File: src/rtl/typer_game_ctrl_if.sv
// Handshake between the game sequencer (master) and the keyboard reader (slave).
interface typer_game_ctrl_if;
  logic start_read;
  logic retry;
  logic key_any;
  logic key_correct;
  logic level_done;
  logic level_timeout;

  modport master (
    output start_read, retry,
    input  key_any, key_correct, level_done, level_timeout
  );

  modport slave (
    input  start_read, retry,
    output key_any, key_correct, level_done, level_timeout
  );
endinterface

File: src/rtl/typer_game_ctrl.sv
// Speed-typing game sequencer: levels, score, error budget, lives and inter-level pause.
// Optional high-score register enabled by defining TYPER_HISCORE_EN.
module typer_game_ctrl #(
  parameter int NUM_LEVELS = 8,
  parameter int NUM_LIVES  = 3,
  parameter int GAP_CYCLES = 50000000,
  parameter int BONUS      = 4,
  parameter int MAX_ERR    = 5,
  parameter int SCORE_W    = 10
) (
  input  logic               clk,
  input  logic               reset,
  input  logic               start_btn,
  typer_game_ctrl_if.master  rd,
  output logic [3:0]         level,
  output logic [SCORE_W-1:0] score,
  output logic [2:0]         lives,
  output logic [2:0]         err_cnt,
  output logic [2:0]         state_dbg,
  output logic               game_over,
  output logic               game_won
`ifdef TYPER_HISCORE_EN
  ,
  output logic [SCORE_W-1:0] hiscore
`endif
);

  typedef enum logic [2:0] {
    IDLE = 3'd0, ARM = 3'd1, PLAY = 3'd2, DONE = 3'd3,
    FAIL = 3'd4, GAP = 3'd5, OVER = 3'd6, WIN  = 3'd7
  } state_t;

  localparam int SUM_W = SCORE_W + 8;
  localparam int GAP_W = (GAP_CYCLES > 1) ? $clog2(GAP_CYCLES) : 1;
  localparam logic [GAP_W-1:0] GAP_LOAD  = GAP_W'(GAP_CYCLES - 1);
  localparam logic [3:0]       LAST_LVL  = 4'(NUM_LEVELS);
  localparam logic [2:0]       LIVES_INI = 3'(NUM_LIVES);
  localparam logic [7:0]       ERR_LIM   = 8'(MAX_ERR);

  state_t             state_q;
  logic [3:0]         level_q;
  logic [SCORE_W-1:0] score_q;
  logic [2:0]         lives_q;
  logic [2:0]         err_q;
  logic [GAP_W-1:0]   gap_q;
  logic               start_read_q;
  logic               retry_q;
  logic               retry_pend_q;
  logic               over_q;
  logic               won_q;
  logic [SUM_W-1:0]   bonus_sum;
  logic [SCORE_W-1:0] bonus_score;
  logic               err_over;

  function automatic logic [SCORE_W-1:0] sat_inc(input logic [SCORE_W-1:0] s);
    return (&s) ? s : s + 1'b1;
  endfunction

  function automatic logic [SCORE_W-1:0] sat_clamp(input logic [SUM_W-1:0] v);
    return (|v[SUM_W-1:SCORE_W]) ? {SCORE_W{1'b1}} : v[SCORE_W-1:0];
  endfunction

  function automatic logic [2:0] sat_inc3(input logic [2:0] e);
    return (&e) ? e : e + 3'd1;
  endfunction

  // Bonus is summed wide so the clamp sees any overflow.
  assign bonus_sum   = SUM_W'(score_q) + SUM_W'(BONUS) * SUM_W'(level_q);
  assign bonus_score = sat_clamp(bonus_sum);
  assign err_over    = {5'd0, err_q} > ERR_LIM;

`ifdef TYPER_HISCORE_EN
  logic [SCORE_W-1:0] hiscore_q;
  assign hiscore = hiscore_q;
`endif

  always_ff @(posedge clk) begin
    if (reset) begin
      state_q      <= IDLE;
      level_q      <= 4'd1;
      score_q      <= '0;
      lives_q      <= LIVES_INI;
      err_q        <= 3'd0;
      gap_q        <= '0;
      start_read_q <= 1'b0;
      retry_q      <= 1'b0;
      retry_pend_q <= 1'b0;
      over_q       <= 1'b0;
      won_q        <= 1'b0;
`ifdef TYPER_HISCORE_EN
      hiscore_q    <= '0;
`endif
    end else begin
      start_read_q <= 1'b0;
      retry_q      <= 1'b0;
      case (state_q)
        IDLE: begin
          if (start_btn) begin
            state_q      <= ARM;
            start_read_q <= 1'b1;
          end
        end
        ARM: begin
          err_q   <= 3'd0;
          state_q <= PLAY;
        end
        PLAY: begin
          if (rd.key_any) begin
            if (rd.key_correct) score_q <= sat_inc(score_q);
            else                err_q   <= sat_inc3(err_q);
          end
          if (rd.level_done)                      state_q <= DONE;
          else if (rd.level_timeout || err_over)  state_q <= FAIL;
        end
        DONE: begin
          score_q      <= bonus_score;
          retry_pend_q <= 1'b0;
          if (level_q == LAST_LVL) begin
            state_q <= WIN;
            won_q   <= 1'b1;
`ifdef TYPER_HISCORE_EN
            if (bonus_score > hiscore_q) hiscore_q <= bonus_score;
`endif
          end else begin
            level_q <= level_q + 4'd1;
            gap_q   <= GAP_LOAD;
            state_q <= GAP;
          end
        end
        FAIL: begin
          lives_q <= lives_q - 3'd1;
          if (lives_q == 3'd1) begin
            state_q <= OVER;
            over_q  <= 1'b1;
`ifdef TYPER_HISCORE_EN
            if (score_q > hiscore_q) hiscore_q <= score_q;
`endif
          end else begin
            retry_pend_q <= 1'b1;
            gap_q        <= GAP_LOAD;
            state_q      <= GAP;
          end
        end
        GAP: begin
          if (gap_q == '0) begin
            state_q      <= ARM;
            start_read_q <= 1'b1;
            retry_q      <= retry_pend_q;
          end else begin
            gap_q <= gap_q - 1'b1;
          end
        end
        OVER, WIN: begin
          if (start_btn) begin
            score_q      <= '0;
            level_q      <= 4'd1;
            lives_q      <= LIVES_INI;
            retry_pend_q <= 1'b0;
            over_q       <= 1'b0;
            won_q        <= 1'b0;
            start_read_q <= 1'b1;
            state_q      <= ARM;
          end
        end
        default: state_q <= IDLE;
      endcase
    end
  end

  assign rd.start_read = start_read_q;
  assign rd.retry      = retry_q;
  assign level         = level_q;
  assign score         = score_q;
  assign lives         = lives_q;
  assign err_cnt       = err_q;
  assign state_dbg     = state_q;
  assign game_over     = over_q;
  assign game_won      = won_q;

endmodule

File: src/flat_wrapper.sv
// flat-port wrapper written by rule: the top's interface ports become plain ports
module typer_game_ctrl_flat 
#(
  parameter int NUM_LEVELS = 8,
  parameter int NUM_LIVES  = 3,
  parameter int GAP_CYCLES = 50000000,
  parameter int BONUS      = 4,
  parameter int MAX_ERR    = 5,
  parameter int SCORE_W    = 10
)
  (clk, reset, start_btn, level, score, lives, err_cnt, state_dbg, game_over, game_won, rd_start_read, rd_retry, rd_key_any, rd_key_correct, rd_level_done, rd_level_timeout);
  typer_game_ctrl_if rd_i ();
  input  logic clk;
  input  logic reset;
  input  logic start_btn;
  output logic [3:0] level;
  output logic [SCORE_W-1:0] score;
  output logic [2:0] lives;
  output logic [2:0] err_cnt;
  output logic [2:0] state_dbg;
  output logic game_over;
  output logic game_won;
  output wire logic [$bits(rd_i.start_read)-1:0] rd_start_read;
  output wire logic [$bits(rd_i.retry)-1:0] rd_retry;
  input wire logic [$bits(rd_i.key_any)-1:0] rd_key_any;
  input wire logic [$bits(rd_i.key_correct)-1:0] rd_key_correct;
  input wire logic [$bits(rd_i.level_done)-1:0] rd_level_done;
  input wire logic [$bits(rd_i.level_timeout)-1:0] rd_level_timeout;
  assign rd_start_read = rd_i.start_read;
  assign rd_retry = rd_i.retry;
  assign rd_i.key_any = rd_key_any;
  assign rd_i.key_correct = rd_key_correct;
  assign rd_i.level_done = rd_level_done;
  assign rd_i.level_timeout = rd_level_timeout;
  typer_game_ctrl #(.NUM_LEVELS(NUM_LEVELS), .NUM_LIVES(NUM_LIVES), .GAP_CYCLES(GAP_CYCLES), .BONUS(BONUS), .MAX_ERR(MAX_ERR), .SCORE_W(SCORE_W)) u_core (.clk(clk), .reset(reset), .start_btn(start_btn), .rd(rd_i), .level(level), .score(score), .lives(lives), .err_cnt(err_cnt), .state_dbg(state_dbg), .game_over(game_over), .game_won(game_won));
endmodule
File: config.mk
export PLATFORM = sky130hd
export DESIGN_NAME = typer_game_ctrl_flat
export DESIGN_NICKNAME = d
export VERILOG_FILES = /design/src/rtl/typer_game_ctrl_if.sv /design/src/rtl/typer_game_ctrl.sv /design/src/flat_wrapper.sv
export SDC_FILE = /design/constraint.sdc
export NUM_CORES = 1
export LEC_CHECK = 0
export CAP_MARGIN = 20
export CELL_PAD_IN_SITES_DETAIL_PLACEMENT = 1
export CELL_PAD_IN_SITES_GLOBAL_PLACEMENT = 1
export CORE_MARGIN = 10
export CORE_UTILIZATION = 25
export CTS_CLUSTER_DIAMETER = 40
export CTS_CLUSTER_SIZE = 10
export DETAILED_ROUTE_END_ITERATION = 12
export PLACE_DENSITY_LB_ADDON = 0.1
export SETUP_SLACK_MARGIN = 0.3
export SKIP_LAST_GASP = 1
export SYNTH_ARGS = -nofsm -noshare
export SYNTH_HDL_FRONTEND = slang
export SYNTH_SLANG_ARGS = --single-unit
File: constraint.sdc
create_clock -name clk -period 2.9 [get_ports clk]
set_input_delay 0.58 -clock clk [delete_from_list [all_inputs] [get_ports clk]]
set_output_delay 0.58 -clock clk [all_outputs]
set_load 0.005 [all_outputs]
==> impl_metrics.json <==
{
  "vias_per_cell": 5.23,
  "antenna_left": 0,
  "cp_max_fo": 8,
  "worstMarginPinSlew_ns": 0.714,
  "ys.flop_type": "dfxtp_1",
  "routed_wl_um": 10200,
  "core_area_mm2": 0.0126,
  "rows": 41,
  "switching_power_mw": 1.67,
  "drtIter0Drc": 192,
  "antenna_found_initial": 0,
  "timing.final.crit_period_ns": 2.39,
  "track_usage_pct": 11.7,
  "async_flop_share_pct": 0,
  "path_clk_slew_ns": 0.08,
  "finalHoldViolations": 0,
  "yosys_warnings": 0,
  "first_pass_iters": 4,
  "grt_pass1_wl_um": 17000,
  "areaGrowthSynthToFinish_pct": 24.5,
  "insertion_delay_ns": 0.31,
  "placed_cells": 583,
  "yosysSeqAreaShare_pct": 33.8,
  "maxCapViolCount": 0,
  "synth-edff-count": 0,
  "avgSynthCellArea_um2": 8.41,
  "hpwlAfterDp_um": 7580,
  "power.internal_mw": 2.09,
  "die_h_um": 133,
  "critPathArrivalTime_ns": 2.63,
  "layout.cells.most_common": "dfxtp_1",
  "outcome": "complete, no violations",
  "final_cell_count_no_fill": 594,
  "synth_cells": 380,
  "timing.fmax_mhz": 418,
  "drc": 0,
  "gr-total-overflow": 0,
  "port_buffers": 33,
  "htree_levels": 2,
  "rrSetupSlack_ns": 0.51,
  "final-max-slew-violation-count": 0,
  "critPathKind": "reg2reg",
  "setup-violations-final": 0,
  "post-route-period-util_pct": 82.5,
  "syn-cell-area_mm2": 0.00320,
  "cts_buffers": 5,
  "gp_congestion": 0.768,
  "nNetsFinal": 441,
  "ys_ff_latch": 54,
  "wl_per_cell_um": 17.2,
  "synth_cell_types": 58,
  "start_util_pct": 25.4,
  "seqPwrFrac_pct": 30.5,
  "vdd_drop_max_uv": 452,
  "p_sw_share_pct": 44.3,
  "fp.dieW_um": 133,
  "num_antenna_cells": 0,
  "drive_above_1_share_pct": 9.24,
  "cp.required_ns": 3.14,
  "cts_root_buffer": "clkbuf_16",
  "rsz0062_at_grt": "false",
  "hp-class": "reg2reg",
  "grt_pass1_vias": 3156,
  "clkPwrFrac_pct": 17.5,
  "relSlewSlack_pct": 52.1,
  "end_kind": "flip-flop",
  "grt_start_max_net_pins": 20,
  "die_area_mm2": 0.0177,
  "worstSetupStartpointType": "flip-flop",
  "setup_tns_ns": 0,
  "layout_common_cells": "dfxtp_1, clkdlybuf4s50_1, a21oi_1",
  "p_leak_nw": 1.44,
  "cts_tree": "built",
  "power_density_mw_per_mm2": 945,
  "ios": 34,
  "combPwrFrac_pct": 52.0,
  "skew_ns": 0.00388,
  "vias": 3105,
  "clock_sinks": 54,
  "cts_buffer_depth": 2,
  "synth.net_count": 400
}
[routing by layer]
| metal | up-vias | GRT usage (%) | part of all wire (%) |
|---|---|---|---|
| li1 | 1538 | - | - |
| met1 | 1520 | 15.7 | 51 |
| met2 | 39 | 18.0 | 44 |
| met3 | 8 | 2.80 | 4.0 |
| met4 | 0 | 3.67 | 1.2 |
| met5 | - | 0 | 0 |
[cell families (layout without fill, tap and decap cells)]
family | count (synthesis) | count (layout) | share of synthesized area [%]
flip-flops | 54 | 54 | 33.8
multiplexers | 7 | 7 | 2.23
adder cells (fa/ha/maj) | 13 | 13 | 5.32
AND/OR/NAND/NOR | 135 | 135 | 25.3
XOR/XNOR | 13 | 13 | 3.56
buffers and inverters | 35 | 77 | 4.58
AO/OA/AOI/OAI | 123 | 123 | 25.2
[synth_stat cells, types with 2 or more instances]
cell | count | area (um^2)
ha_1 | 12 | 150
a22oi_1 | 2 | 15.0
nand3_1 | 11 | 55.1
buf_1 | 2 | 7.51
and3_1 | 3 | 18.8
a31oi_1 | 14 | 87.6
dfxtp_1 | 54 | 1080
a221oi_1 | 6 | 52.6
or4_1 | 14 | 105
or3_1 | 13 | 81.3
clkbuf_1 | 14 | 52.6
o21ai_1 | 5 | 25.0
o22ai_1 | 2 | 12.5
xor2_1 | 8 | 70.1
o31ai_1 | 11 | 82.6
nor2_1 | 21 | 78.8
nor4_1 | 5 | 31.3
mux2i_1 | 6 | 60.1
xnor2_1 | 5 | 43.8
inv_1 | 14 | 52.6
nor3b_1 | 5 | 37.5
or2_2 | 2 | 12.5
nand2_1 | 15 | 56.3
o21ai_0 | 15 | 75.1
nand3b_1 | 5 | 37.5
a21o_1 | 5 | 37.5
nand2b_1 | 12 | 75.1
o211ai_1 | 7 | 52.6
nor2b_1 | 2 | 12.5
and2_1 | 2 | 12.5
nor3_1 | 8 | 40.0
a311oi_1 | 2 | 17.5
buf_2 | 3 | 15.0
or2_1 | 2 | 12.5
and4_1 | 2 | 17.5
nand4_1 | 6 | 37.5
a211oi_1 | 13 | 97.6
a21oi_1 | 29 | 145
o41ai_1 | 4 | 35.0
[metrics by stage]
| step | hold slack, ns | power [mW] | setup WS, ns | util, % | instance area, um^2 |
|---|---|---|---|---|---|
| floorplan | 0.450 | 2.43 | 0.657 | - | 3200 |
| CTS | 0.480 | 3.72 | 0.388 | 31.5 | 3960 |
| global placement | 0.462 | 2.99 | 0.339 | 30.2 | 3790 |
| detailed placement | 0.455 | 3.02 | 0.222 | 30.2 | 3790 |
| finish | 0.472 | 3.76 | 0.506 | 31.7 | 3980 |
| global route | 0.496 | 4.11 | 0.303 | 31.7 | 3980 |
[worst max-delay path, cell delays in order, from the launching register on]
cell and delay [ns]:
dfxtp_1 0.35, or4_1 0.72, nor4_4 0.40, nand3_1 0.23
or4_1 0.45, a31oi_1 0.17
[sequential cells by signal, indices dropped and copies added, names as in the netlist]
register / flops
u_core.rd.start_read: 1
u_core.err_cnt: 3
u_core.level: 4
u_core.game_won: 1
u_core.lives: 3
u_core.gap_q: 26
u_core.score: 10
u_core.game_over: 1
u_core.retry_pend_q: 1
u_core.state_dbg: 3
u_core.rd.retry: 1
[repair_timing]
| item | CTS | global route |
|---|---|---|
| resized for setup | 0 | 2 |
| endpoints found under the setup margin | 2 | 9 |
| setup buffers | 2 | 1 |
| pin swaps | 0 | 1 |
| hold buffers | 0 | 0 |
[worst paths after layout]
kind | from | cells past startpoint | to
worst max-delay path | u_core.gap_q[4] | 5 | u_core.gap_q[25]
worst min-delay path | u_core.game_over | 2 | u_core.game_over
worst max register to register | u_core.gap_q[4] | 5 | u_core.gap_q[25]
worst min register to register | u_core.game_over | 2 | u_core.game_over
[area by class of cell]
cell class                      count  area, um^2
Clock buffer                        6         139
Clock inverter                      2        17.5
Fill cell                        1499        8590
Inverter                           14        52.6
Multi-Input combinational cell    291        1980
Sequential cell                    54        1080
Tap cell                          172         215
Timing Repair Buffer               55         495
[power by group through the flow]
stage                     logic [mW]  clock network (mW)  registers, mW
after global routing            2.21               0.716           1.18
after floorplan                 1.33                   0           1.10
after CTS                       1.88               0.687           1.15
after global placement          1.83                   0           1.16
after detailed placement        1.86                   0           1.16
final                           1.96               0.659           1.15
(Power assumes the default switching activity.)
